`src/rtl/clk_div_pkg.sv`:
```
// clk_div_pkg: shared types and default parameters for the clock-enable /
// divided-clock generator (clk_div_gen and its prescaler).
package clk_div_pkg;

    localparam int P_CNT_W    = 16;  // half-period counter width
    localparam int P_DEF_HALF = 1;   // half-period loaded at reset (clk/2)

    typedef enum logic [1:0] {
        IDLE   = 2'd0,
        RUN    = 2'd1,
        RELOAD = 2'd2
    } div_state_t;

endpackage

```
`src/rtl/tick_prescaler.sv`:
```
// tick_prescaler: 2-bit free-running prescaler producing 50 MHz and 25 MHz
// single-cycle enables from the 100 MHz system clock.
// Ports:
//   i_clk     system clock
//   i_rst_n   synchronous active-low reset
//   i_en      run enable; prescaler holds and ticks are 0 while low
//   o_tick50  pulse every 2nd enabled cycle
//   o_tick25  pulse every 4th enabled cycle (coincides with every 2nd tick50)
module tick_prescaler (
    input  logic i_clk,
    input  logic i_rst_n,
    input  logic i_en,
    output logic o_tick50,
    output logic o_tick25
);

    logic [1:0] r_ps;
    logic       r_tick50;
    logic       r_tick25;

    always_ff @(posedge i_clk) begin
        if (!i_rst_n) begin
            r_ps     <= 2'd0;
            r_tick50 <= 1'b0;
            r_tick25 <= 1'b0;
        end else begin
            r_tick50 <= i_en & r_ps[0];
            r_tick25 <= i_en & (r_ps == 2'b11);
            if (i_en)
                r_ps <= r_ps + 2'd1;
        end
    end

    assign o_tick50 = r_tick50;
    assign o_tick25 = r_tick25;

endmodule

```
`src/rtl/clk_div_gen.sv`:
```
// clk_div_gen: programmable clock-enable and divided-clock generator.
// Produces 50/25 MHz tick enables plus a square wave that is H cycles high
// and H cycles low, with H reprogrammable through a valid/ready handshake.
// A new H requested while running is held as pending and applied only at the
// end of a full period, so no output phase is shorter than min(old H, new H).
// Ports:
//   i_clk        system clock (100 MHz)
//   i_rst_n      synchronous active-low reset
//   i_en         run enable for prescaler and divider
//   i_cfg_valid  new half-period offered
//   o_cfg_ready  divider accepts i_cfg_half this cycle (low while reloading)
//   i_cfg_half   requested half-period in clk cycles (0 treated as 1)
//   o_tick50     50 MHz enable pulse
//   o_tick25     25 MHz enable pulse
//   o_div_clk    programmable square wave
//   o_div_tick   pulse in the first cycle o_div_clk reads 1
//   o_busy       high while a pending half-period waits for the period end
module clk_div_gen
    import clk_div_pkg::*;
#(
    parameter int CNT_W    = P_CNT_W,
    parameter int DEF_HALF = P_DEF_HALF
) (
    input  logic             i_clk,
    input  logic             i_rst_n,
    input  logic             i_en,
    input  logic             i_cfg_valid,
    output logic             o_cfg_ready,
    input  logic [CNT_W-1:0] i_cfg_half,
    output logic             o_tick50,
    output logic             o_tick25,
    output logic             o_div_clk,
    output logic             o_div_tick,
    output logic             o_busy
);

    div_state_t       r_state;
    logic [CNT_W-1:0] r_half;
    logic [CNT_W-1:0] r_pend;
    logic [CNT_W-1:0] r_cnt;
    logic             r_div_clk;
    logic             r_div_tick;
    logic             r_busy;
    logic             r_cfg_ready;

    logic             w_xfer;
    logic [CNT_W-1:0] w_cfg_val;
    logic             w_term;

    tick_prescaler u_ps (
        .i_clk    (i_clk),
        .i_rst_n  (i_rst_n),
        .i_en     (i_en),
        .o_tick50 (o_tick50),
        .o_tick25 (o_tick25)
    );

    assign w_xfer    = i_cfg_valid & r_cfg_ready;
    // A zero half-period would never hit the terminal count; clamp to 1.
    assign w_cfg_val = (i_cfg_half == '0) ? CNT_W'(1) : i_cfg_half;
    // r_half is never 0, so half-1 cannot underflow.
    assign w_term    = (r_cnt == r_half - CNT_W'(1));

    always_ff @(posedge i_clk) begin
        if (!i_rst_n) begin
            r_state     <= IDLE;
            r_half      <= CNT_W'(DEF_HALF);
            r_pend      <= '0;
            r_cnt       <= '0;
            r_div_clk   <= 1'b0;
            r_div_tick  <= 1'b0;
            r_busy      <= 1'b0;
            r_cfg_ready <= 1'b1;
        end else begin
            r_div_tick <= 1'b0;
            if (!i_en) begin
                // Dropping enable wins over everything; a waiting value is
                // not lost but committed directly.
                if (r_state == RELOAD)
                    r_half <= r_pend;
                else if (w_xfer)
                    r_half <= w_cfg_val;
                r_state     <= IDLE;
                r_cnt       <= '0;
                r_div_clk   <= 1'b0;
                r_busy      <= 1'b0;
                r_cfg_ready <= 1'b1;
            end else begin
                case (r_state)
                    IDLE: begin
                        if (w_xfer)
                            r_half <= w_cfg_val;
                        r_state   <= RUN;
                        r_cnt     <= '0;
                        r_div_clk <= 1'b0;
                    end
                    RUN, RELOAD: begin
                        if (w_term) begin
                            r_cnt      <= '0;
                            r_div_clk  <= ~r_div_clk;
                            r_div_tick <= ~r_div_clk;
                            // Falling toggle ends a full period: safe point
                            // to switch half-period.
                            if (r_state == RELOAD && r_div_clk) begin
                                r_half      <= r_pend;
                                r_state     <= RUN;
                                r_busy      <= 1'b0;
                                r_cfg_ready <= 1'b1;
                            end
                        end else begin
                            r_cnt <= r_cnt + CNT_W'(1);
                        end
                        if (r_state == RUN && w_xfer) begin
                            r_pend      <= w_cfg_val;
                            r_state     <= RELOAD;
                            r_busy      <= 1'b1;
                            r_cfg_ready <= 1'b0;
                        end
                    end
                    default: begin
                        r_state     <= IDLE;
                        r_cnt       <= '0;
                        r_div_clk   <= 1'b0;
                        r_busy      <= 1'b0;
                        r_cfg_ready <= 1'b1;
                    end
                endcase
            end
        end
    end

    assign o_div_clk   = r_div_clk;
    assign o_div_tick  = r_div_tick;
    assign o_busy      = r_busy;
    assign o_cfg_ready = r_cfg_ready;

endmodule
```
`config.mk`:
```
export PLATFORM = sky130hd
export DESIGN_NAME = clk_div_gen
export DESIGN_NICKNAME = d
export VERILOG_FILES = /design/src/rtl/clk_div_pkg.sv /design/src/rtl/tick_prescaler.sv /design/src/rtl/clk_div_gen.sv
export SDC_FILE = /design/constraint.sdc
export NUM_CORES = 1
export LEC_CHECK = 0
export ABC_AREA = 1
export CAP_MARGIN = 20
export CORE_AREA = 2 2 122 124
export DETAILED_ROUTE_END_ITERATION = 12
export DIE_AREA = 0 0 124 126
export MAX_ROUTING_LAYER = met4
export SYNTH_ARGS = -nofsm -noshare
export SYNTH_HDL_FRONTEND = slang
export SYNTH_SLANG_ARGS = --single-unit
```
`constraint.sdc`:
```
create_clock -name i_clk -period 6.4 [get_ports i_clk]
set_input_delay 1.28 -clock i_clk [delete_from_list [all_inputs] [get_ports i_clk]]
set_output_delay 1.28 -clock i_clk [all_outputs]
set_load 0.01 [all_outputs]
```
Yosys cells after proc, flatten, opt, wreduce, memory -nomap -nowiden
Cells that the tools add are included.
{"block": "totals", "out_inout_bits": 6, "elab_cells": 63, "in_bits": 20, "reg_bits": 58}
{"block": "op_classes", "n_addsub": 3, "n_eq_ne": 9, "mux": 19, "reduce_logical": 13, "n_bitwise": 8}
{"cell": "16-bit two-way mux", "n": 6}
{"cell": "16-bit one-hot mux with 2 select lines", "n": 1}
{"cell": "16-bit by 1-bit adder with 16-bit output, second input constant", "n": 1}
{"cell": "16-bit == test", "n": 1}
{"cell": "16-bit zero test", "n": 1}
{"cell": "16-bit by 1-bit subtractor with 16-bit output, second input constant", "n": 1}
{"cell": "3-bit != test, second input constant", "n": 4}
{"cell": "3-bit AND reduction", "n": 4}
{"cell": "1-bit two-way mux", "n": 6}
{"cell": "2-bit two-way mux", "n": 3}
{"cell": "1-bit inverter", "n": 5}
{"cell": "2-bit == test, second input constant", "n": 2}
{"cell": "1-bit one-hot mux with 2 select lines", "n": 2}
{"cell": "2-bit one-hot mux with 2 select lines", "n": 1}
{"cell": "2-bit AND reduction", "n": 2}
{"cell": "4-bit AND reduction", "n": 1}
{"cell": "4-bit OR reduction", "n": 1}
{"cell": "1-bit bitwise AND", "n": 3}
{"cell": "3-bit by 1-bit != test with 1-bit output, second input constant", "n": 1}
{"cell": "2-bit by 1-bit adder with 2-bit output, second input constant", "n": 1}
{"cell": "2-bit by 1-bit == test with 1-bit output, second input constant", "n": 1}
{"cell": "1-bit logical AND", "n": 2}
{"cell": "2-bit zero test", "n": 1}
{"cell": "2-bit OR reduction", "n": 1}

Longest topological paths before layout
Gate-level depths: netlist of the first run.
{"block": "logic_depth", "word_depth": 6, "mapped_depth": 17, "ltp_nobuf": 17}

Modules after synthesis
Synthesis of the first run repeated with hierarchy kept, for this count alone.
{"block": "hier_totals", "cells_unflattened": 547, "area_unflattened_um2": 3604.7}
{"module": "clk_div_gen", "area_each_um2": 3463.3, "cells_per_inst": 529, "n_inst": 1, "seq_area_each_um2": 1081.0}
{"module": "tick_prescaler", "area_each_um2": 141.4, "cells_per_inst": 18, "n_inst": 1, "seq_area_each_um2": 80.1}

Worst setup path before layout of the first run
Ideal clock, no wire load.
{"block": "synth_timing", "kind": "input -> register", "start": "input port i_en", "end": "register r_half[14]", "t_arrival_ns": 2.553, "n_path_buf": 2, "setup_time_ns": 0.064, "required_ns": 6.336, "path_slack_ns": 3.783, "stages": 10, "path_cell_list": "clkbuf_1 > inv_1 > a21oi_1 > clkbuf_1 > o21ai_0 > a21oi_1 > a21oi_1 > nand3_1 > nand2_1 > nor2_1"}
{"block": "synth_via", "elab_chain_cells": 2, "elab_cells_between_ends": 5, "cone_classes": "eq/ne: 3; mux: 1; reduce/logical: 1"}
{"element": "start: declaration", "line": "clk_div_gen.sv:26", "rtl": "input logic i_en,"}
{"element": "3-bit by 1-bit != test with 1-bit output (no line) / 3-bit != test (equally long branches)"}
{"element": "3-bit AND reduction (no line)"}
{"element": "end signal: assignment", "line": "clk_div_gen.sv:67", "rtl": "r_half <= CNT_W'(DEF_HALF);"}
{"element": "end signal: assignment", "line": "clk_div_gen.sv:80", "rtl": "r_half <= r_pend;"}
{"element": "end signal: assignment", "line": "clk_div_gen.sv:82", "rtl": "r_half <= w_cfg_val;"}
{"element": "end: declaration", "line": "clk_div_gen.sv:38", "rtl": "logic [CNT_W-1:0] r_half;"}
Parallel ways exist; a longest one is shown, timed or not.
A chain may end at the register's enable or synchronous reset.

Worst setup path in the final report of the first run
{"block": "layout_timing", "start": "input port i_en", "end": "register r_half[10]"}
Same word-level chain as after synthesis.

==> results of run 1 <==
layer usage:
layer	GRT usage, %	part of all wire (%)	up-vias
met1	15.99	51	1540
met3	2.853	3.4	5
met5	-	0	-
met2	17.81	45	45
li1	-	-	1804
met4	4.428	1.0	0
sequential cells by signal (all words and copies together) (netlist names):
register / cells
o_div_clk: 1
u_ps.r_ps: 2
r_cnt: 16
o_busy: 1
r_half: 16
r_pend: 16
r_state: 2
o_div_tick: 1
u_ps.o_tick50: 1
o_cfg_ready: 1
u_ps.o_tick25: 1
where the power goes:
part	internal (mW)	switching, mW
Clock	0.278	0.159
Sequential	0.381	0.0273
Combinational	0.0990	0.160
cell usage in the layout (no fill, tap or decap), types with 2 or more instances in the layout:
cell type        instances
nand2_1                 99
nor2_1                  80
inv_1                   63
a21oi_1                 59
dfxtp_1                 58
nand3_1                 45
o21ai_0                 39
clkdlybuf4s50_1         25
xor2_1                  13
xnor2_1                  9
clkbuf_16                9
nor4_1                   8
nand4_1                  7
ha_1                     7
nor3_1                   6
nand3b_1                 5
nand2_2                  3
nor3b_1                  3
clkinv_2                 3
buf_4                    3
inv_2                    2
nor2_4                   2
clkbuf_8                 2
cell families (layout without fill, tap and decap cells):
group                    Yosys count  in the layout  synth area share (%)
XOR/XNOR                          22             22                 5.473
buffers and inverters             85            108                 9.737
AND/OR/NAND/NOR                  266            266                 34.36
flip-flops                        58             58                 32.98
AO/OA/AOI/OAI                    103            103                 14.96
adder cells (fa/ha/maj)            7              7                 2.487
worst reg2reg max path: cells and delay by family (launching register included):
kind | cells | cell delay (ns)
simple gates | 9 | 1.28
flops | 1 | 0.46
fa+ha+maj | 1 | 0.26
xor+xnor | 1 | 0.25
buf+inv | 1 | 0.11
metrics by stage:
step	setup slack (ns)	hold WS (ns)	instance area [um2]	power [mW]	utilization [%]
2_1_floorplan	3.783	0.4497	3521	0.6134	-
3_3_place_gp	3.154	0.4772	3925	0.6730	27.42
3_5_place_dp	3.166	0.4709	3925	0.6733	27.42
4_1_cts	3.485	0.4832	4197	1.117	29.32
5_1_grt	3.172	0.5025	4197	1.177	29.32
6_report	3.474	0.4791	4197	1.104	29.32
worst paths after layout:
kind / start / end / slack [ns] / cells after the start
worst max-delay path: i_en / r_half[10]$_SDFFE_PN0P_ / 3.47 / 10
worst min-delay path: o_cfg_ready$_SDFFE_PN1P_ / o_cfg_ready$_SDFFE_PN1P_ / 0.48 / 2
worst max register to register: r_half[0]$_SDFFE_PN1P_ / r_half[1]$_SDFFE_PN0P_ / 3.94 / 12
worst min register to register: o_cfg_ready$_SDFFE_PN1P_ / o_cfg_ready$_SDFFE_PN1P_ / 0.48 / 2
area by class of cell:
class | instances | area share, %
inverters | 65 | 5.814
clock buffers | 12 | 6.112
multi-input cells | 398 | 48.06
repair buffers | 28 | 6.500
flip-flops and latches | 58 | 27.67
clock inverters | 3 | 0.3578
well taps | 184 | 5.486
==> impl_metrics.json, run 1 <==
{
  "synthArstFlopShare_pct": 0,
  "power_density_nw_per_um2": 263.2,
  "status": "completed",
  "core_area_um2": 14310,
  "drc_errors": 0,
  "finalNonFillerCells": 748,
  "clk_path_buf_depth": 2,
  "dp.cells": 733,
  "cts_tree": "done",
  "drt_wl_total_um": 8461,
  "tightest_slew_ns": 0.7552,
  "clkSlewWorstSetupHoldPaths_ns": 0.05,
  "die_area_um2": 15620,
  "rsz0062_at_grt": "no",
  "ys_warn_count": 0,
  "post_drt_via_cell_ratio": 4.537,
  "start_util_pct": 24.60,
  "ys_types": 35,
  "dp_hpwl_um": 6141,
  "htreeDepth": 3,
  "ff_latch_area_um2": 1161,
  "cp_max_fo": 21,
  "synth.net_count": 568,
  "cts-buffers-inserted": 9,
  "rows": 44,
  "grt_use_total_pct": 12.07,
  "layout-area-overhead-vs-synth_pct": 19.19,
  "grt_first_pass_wirelength_um": 14570,
  "fill_cells": 1584,
  "setup_viol": 0,
  "crit_chain": "clkdlybuf4s50_1 > nand2_1 > inv_1 > a21oi_1 > buf_4 > inv_1 > a21oi_1 > nand3_1 > nand2_1 > nor2_1",
  "ys_ff_latch": 58,
  "netlist.area_leader.share_pct": 32.98,
  "post_cts_resized": 0,
  "synth_area_um2": 3521,
  "period_needed_ns": 2.926,
  "required_ns": 6.62,
  "multiInputGateArea_um2": 2017,
  "cap_violations": 0,
  "nets": 587,
  "antenna_found_initial": 0,
  "first_pass_iters": 4,
  "vias": 3394,
  "tns_ns": 0,
  "ys_seq_area_share_pct": 32.98,
  "die_x_um": 124,
  "grt_pass1_vias": 3091,
  "vdd_drop_max_v": 0.0001353,
  "synth_commonest_cells": "99 x nand2_1, 80 x nor2_1, 63 x inv_1",
  "slew_violations": 0,
  "fin_skew_ns": 0.003613,
  "start_kind": "input port",
  "leakagePower_nw": 1.868,
  "wl_per_cell_um": 11.31,
  "die-height_um": 126,
  "synth-edff-count": 0,
  "setup.worst_path.class": "in2reg",
  "final_hold_viol_count": 0,
  "clock_latency_ns": 0.33,
  "insertedDiodeCount": 0,
  "yosys.area.top_type": "dfxtp_1",
  "root_buffer": "clkbuf_16",
  "cpPeakStageDelay_ns": 0.56,
  "layout-drive-gt1-share_pct": 5.496,
  "crit_slowest_cell": "clkdlybuf4s50_1",
  "period_share_pct": 45.73,
  "postCtsHoldBufs": 0,
  "grt_max_degree": 37,
  "post_cts_buffers": 0,
  "crit_buf_inv": 4,
  "io_pins": 26,
  "clock_sinks": 58,
  "gp_congestion": 0.8535,
  "portBuffers": 25,
  "grt-ovfl-total": 0,
  "ant_nets": 0,
  "synth_area_leaders": "dfxtp_1 33%, nand2_1 11%, nor2_1 8.5%",
  "syn_inst": 541,
  "post-synth-top-count-cell": "nand2_1",
  "hold_path.class": "reg2reg",
  "drt_iter0_drc": 212,
  "synth_ff_type": "dfxtp_1",
  "crit_path_end_kind": "flop",
  "arrival_ns": 3.14,
  "max_slew_margin_pct": 49.60,
  "crit_family": "buffers and inverters",
  "syn_area_per_cell_um2": 6.508,
  "fmax_mhz": 341.7
}
(Power assumes the default switching activity.)
==> run 2: changes to the inputs <==
clock period = 2.89 ns   (was 6.4 ns; I/O delays follow)
==> impl_metrics.json, run 2 (same netlist as run 1, synthesis figures left out) <==
{
  "crit_slowest_cell": "dfxtp_1",
  "gp_congestion": 0.8222,
  "clk_path_buf_depth": 2,
  "antenna_found_initial": 0,
  "grt_pass1_vias": 3138,
  "clock_latency_ns": 0.33,
  "clock_sinks": 58,
  "start_util_pct": 24.60,
  "setup_viol": 0,
  "dpl_cell_area_um2": 3945,
  "portBuffers": 25,
  "fmax_mhz": 404.5,
  "grt_first_pass_wirelength_um": 14700,
  "rsz0062_at_grt": "no",
  "post_drt_via_cell_ratio": 4.532,
  "cts-buffers-inserted": 9,
  "root_buffer": "clkbuf_16",
  "die_area_um2": 15620,
  "cpMostUsedCell": "nand2_1",
  "dp.cells": 734,
  "vias": 3399,
  "dp_hpwl_um": 6225,
  "fin_skew_ns": 0.006747,
  "core_area_um2": 14310,
  "die-height_um": 126,
  "period_share_pct": 85.54,
  "arrival_ns": 2.74,
  "clkSlewWorstSetupHoldPaths_ns": 0.05,
  "grt_use_total_pct": 12.13,
  "cpPeakStageDelay_ns": 0.37,
  "top_regs": "r_cnt (16), r_half (16), r_pend (16)",
  "cts_tree": "done",
  "max_slew_margin_pct": 59.23,
  "fill_cells": 1577,
  "final_hold_viol_count": 0,
  "post_cts_resized": 0,
  "power_density_nw_per_um2": 595.8,
  "required_ns": 3.16,
  "rows": 44,
  "final_cell_mix": "99 x nand2_1, 80 x nor2_1, 63 x inv_1",
  "grt-ovfl-total": 0,
  "drt_iter0_drc": 180,
  "post_cts_buffers": 0,
  "setup.worst_path.class": "reg2reg",
  "tightest_slew_ns": 0.6059,
  "cap_violations": 0,
  "layout-area-overhead-vs-synth_pct": 20.18,
  "insertedDiodeCount": 0,
  "start_kind": "flop",
  "die_x_um": 124,
  "final_area_um2": 4232,
  "status": "completed",
  "totalPowerFinal_mw": 2.521,
  "crit_chain": "inv_2 > ha_1 > nand3_1 > nor2_4 > nand2_1 > nand2_1 > inv_1 > nor2_1 > nand2_1 > nor2_1 > nand2_2 > nand3_4 > nand2_2 > nand2_1 > nand2_1 > nor2_1",
  "slew_violations": 0,
  "drt_wl_total_um": 8586,
  "drc_errors": 0,
  "cp_max_fo": 28,
  "hold_path.class": "reg2reg",
  "first_pass_iters": 4,
  "grt_max_degree": 31,
  "postCtsHoldBufs": 0,
  "period_needed_ns": 2.472,
  "crit_path_end_kind": "flop",
  "layout-drive-gt1-share_pct": 5.830,
  "finalNonFillerCells": 750,
  "wl_per_cell_um": 11.45,
  "htreeDepth": 3,
  "tns_ns": 0,
  "nets": 588,
  "io_pins": 26,
  "holdWs_ns": 0.4810,
  "final_common_cell": "nand2_1",
  "ant_nets": 0,
  "vdd_drop_max_v": 0.0002947,
  "leakagePower_nw": 1.883
}
[run 2: cell types whose count changed in the layout (fill, tap and decap cells not counted)]
| cell | delta |
|---|---|
| clkbuf_8 | -2 |
| buf_12 | +1 |
| bufinv_16 | +1 |
| clkinv_2 | +1 |
| clkinvlp_4 | +1 |
[run 2: routing by layer]
metal | vias to the layer above | routed length (um) | global-route usage, %
li1 | 1797 | - | -
met1 | 1539 | 4401 | 15.67
met2 | 51 | 3713 | 18.36
met3 | 12 | 307 | 2.853
met4 | 0 | 164 | 4.494
met5 | - | 0 | -
[run 2: stage by stage]
| step | utilization [%] | worst slack (ns) |
|---|---|---|
| final | 29.56 | 0.4179 |
| after global routing | 29.56 | 0.1318 |
| after CTS | 29.56 | 0.4188 |
| after detailed placement | 27.56 | 0.3755 |
| after global placement | 27.56 | 0.3964 |
| after floorplan | - | 0.8782 |
[run 2: critical path: cells and delay by family, from the launching register on]
| kind | cells | cell delay (ns) |
|---|---|---|
| and+or+nand+nor | 13 | 1.66 |
| DFF | 1 | 0.37 |
| buffers and inverters | 2 | 0.17 |
| adders and majority gates | 1 | 0.22 |
[run 2: layout make-up]
cell class | count | area [um2] | share of cell area (%)
inverter | 65 | 244.0 | 5.766
tap | 184 | 230.2 | 5.441
clock buffer | 10 | 229.0 | 5.411
sequential | 58 | 1161 | 27.44
clock inverter | 6 | 57.56 | 1.360
timing repair buffer | 29 | 292.8 | 6.919
multi-input combinational | 398 | 2017 | 47.66
[run 2: where the power goes]
group          internal [mW]  switching (mW)  leakage, nW
Sequential             0.844          0.0609        0.472
Combinational          0.223           0.356         1.27
Clock                  0.660           0.377        0.142
[run 2: worst paths after layout]
path	start	end	slack, ns	cells after the start
min reg2reg	o_busy$_SDFFE_PN0P_	o_busy$_SDFFE_PN0P_	0.48	2
min	o_busy$_SDFFE_PN0P_	o_busy$_SDFFE_PN0P_	0.48	2
max	r_half[0]$_SDFFE_PN1P_	r_half[2]$_SDFFE_PN0P_	0.42	16
max reg2reg	r_half[0]$_SDFFE_PN1P_	r_half[2]$_SDFFE_PN0P_	0.42	16
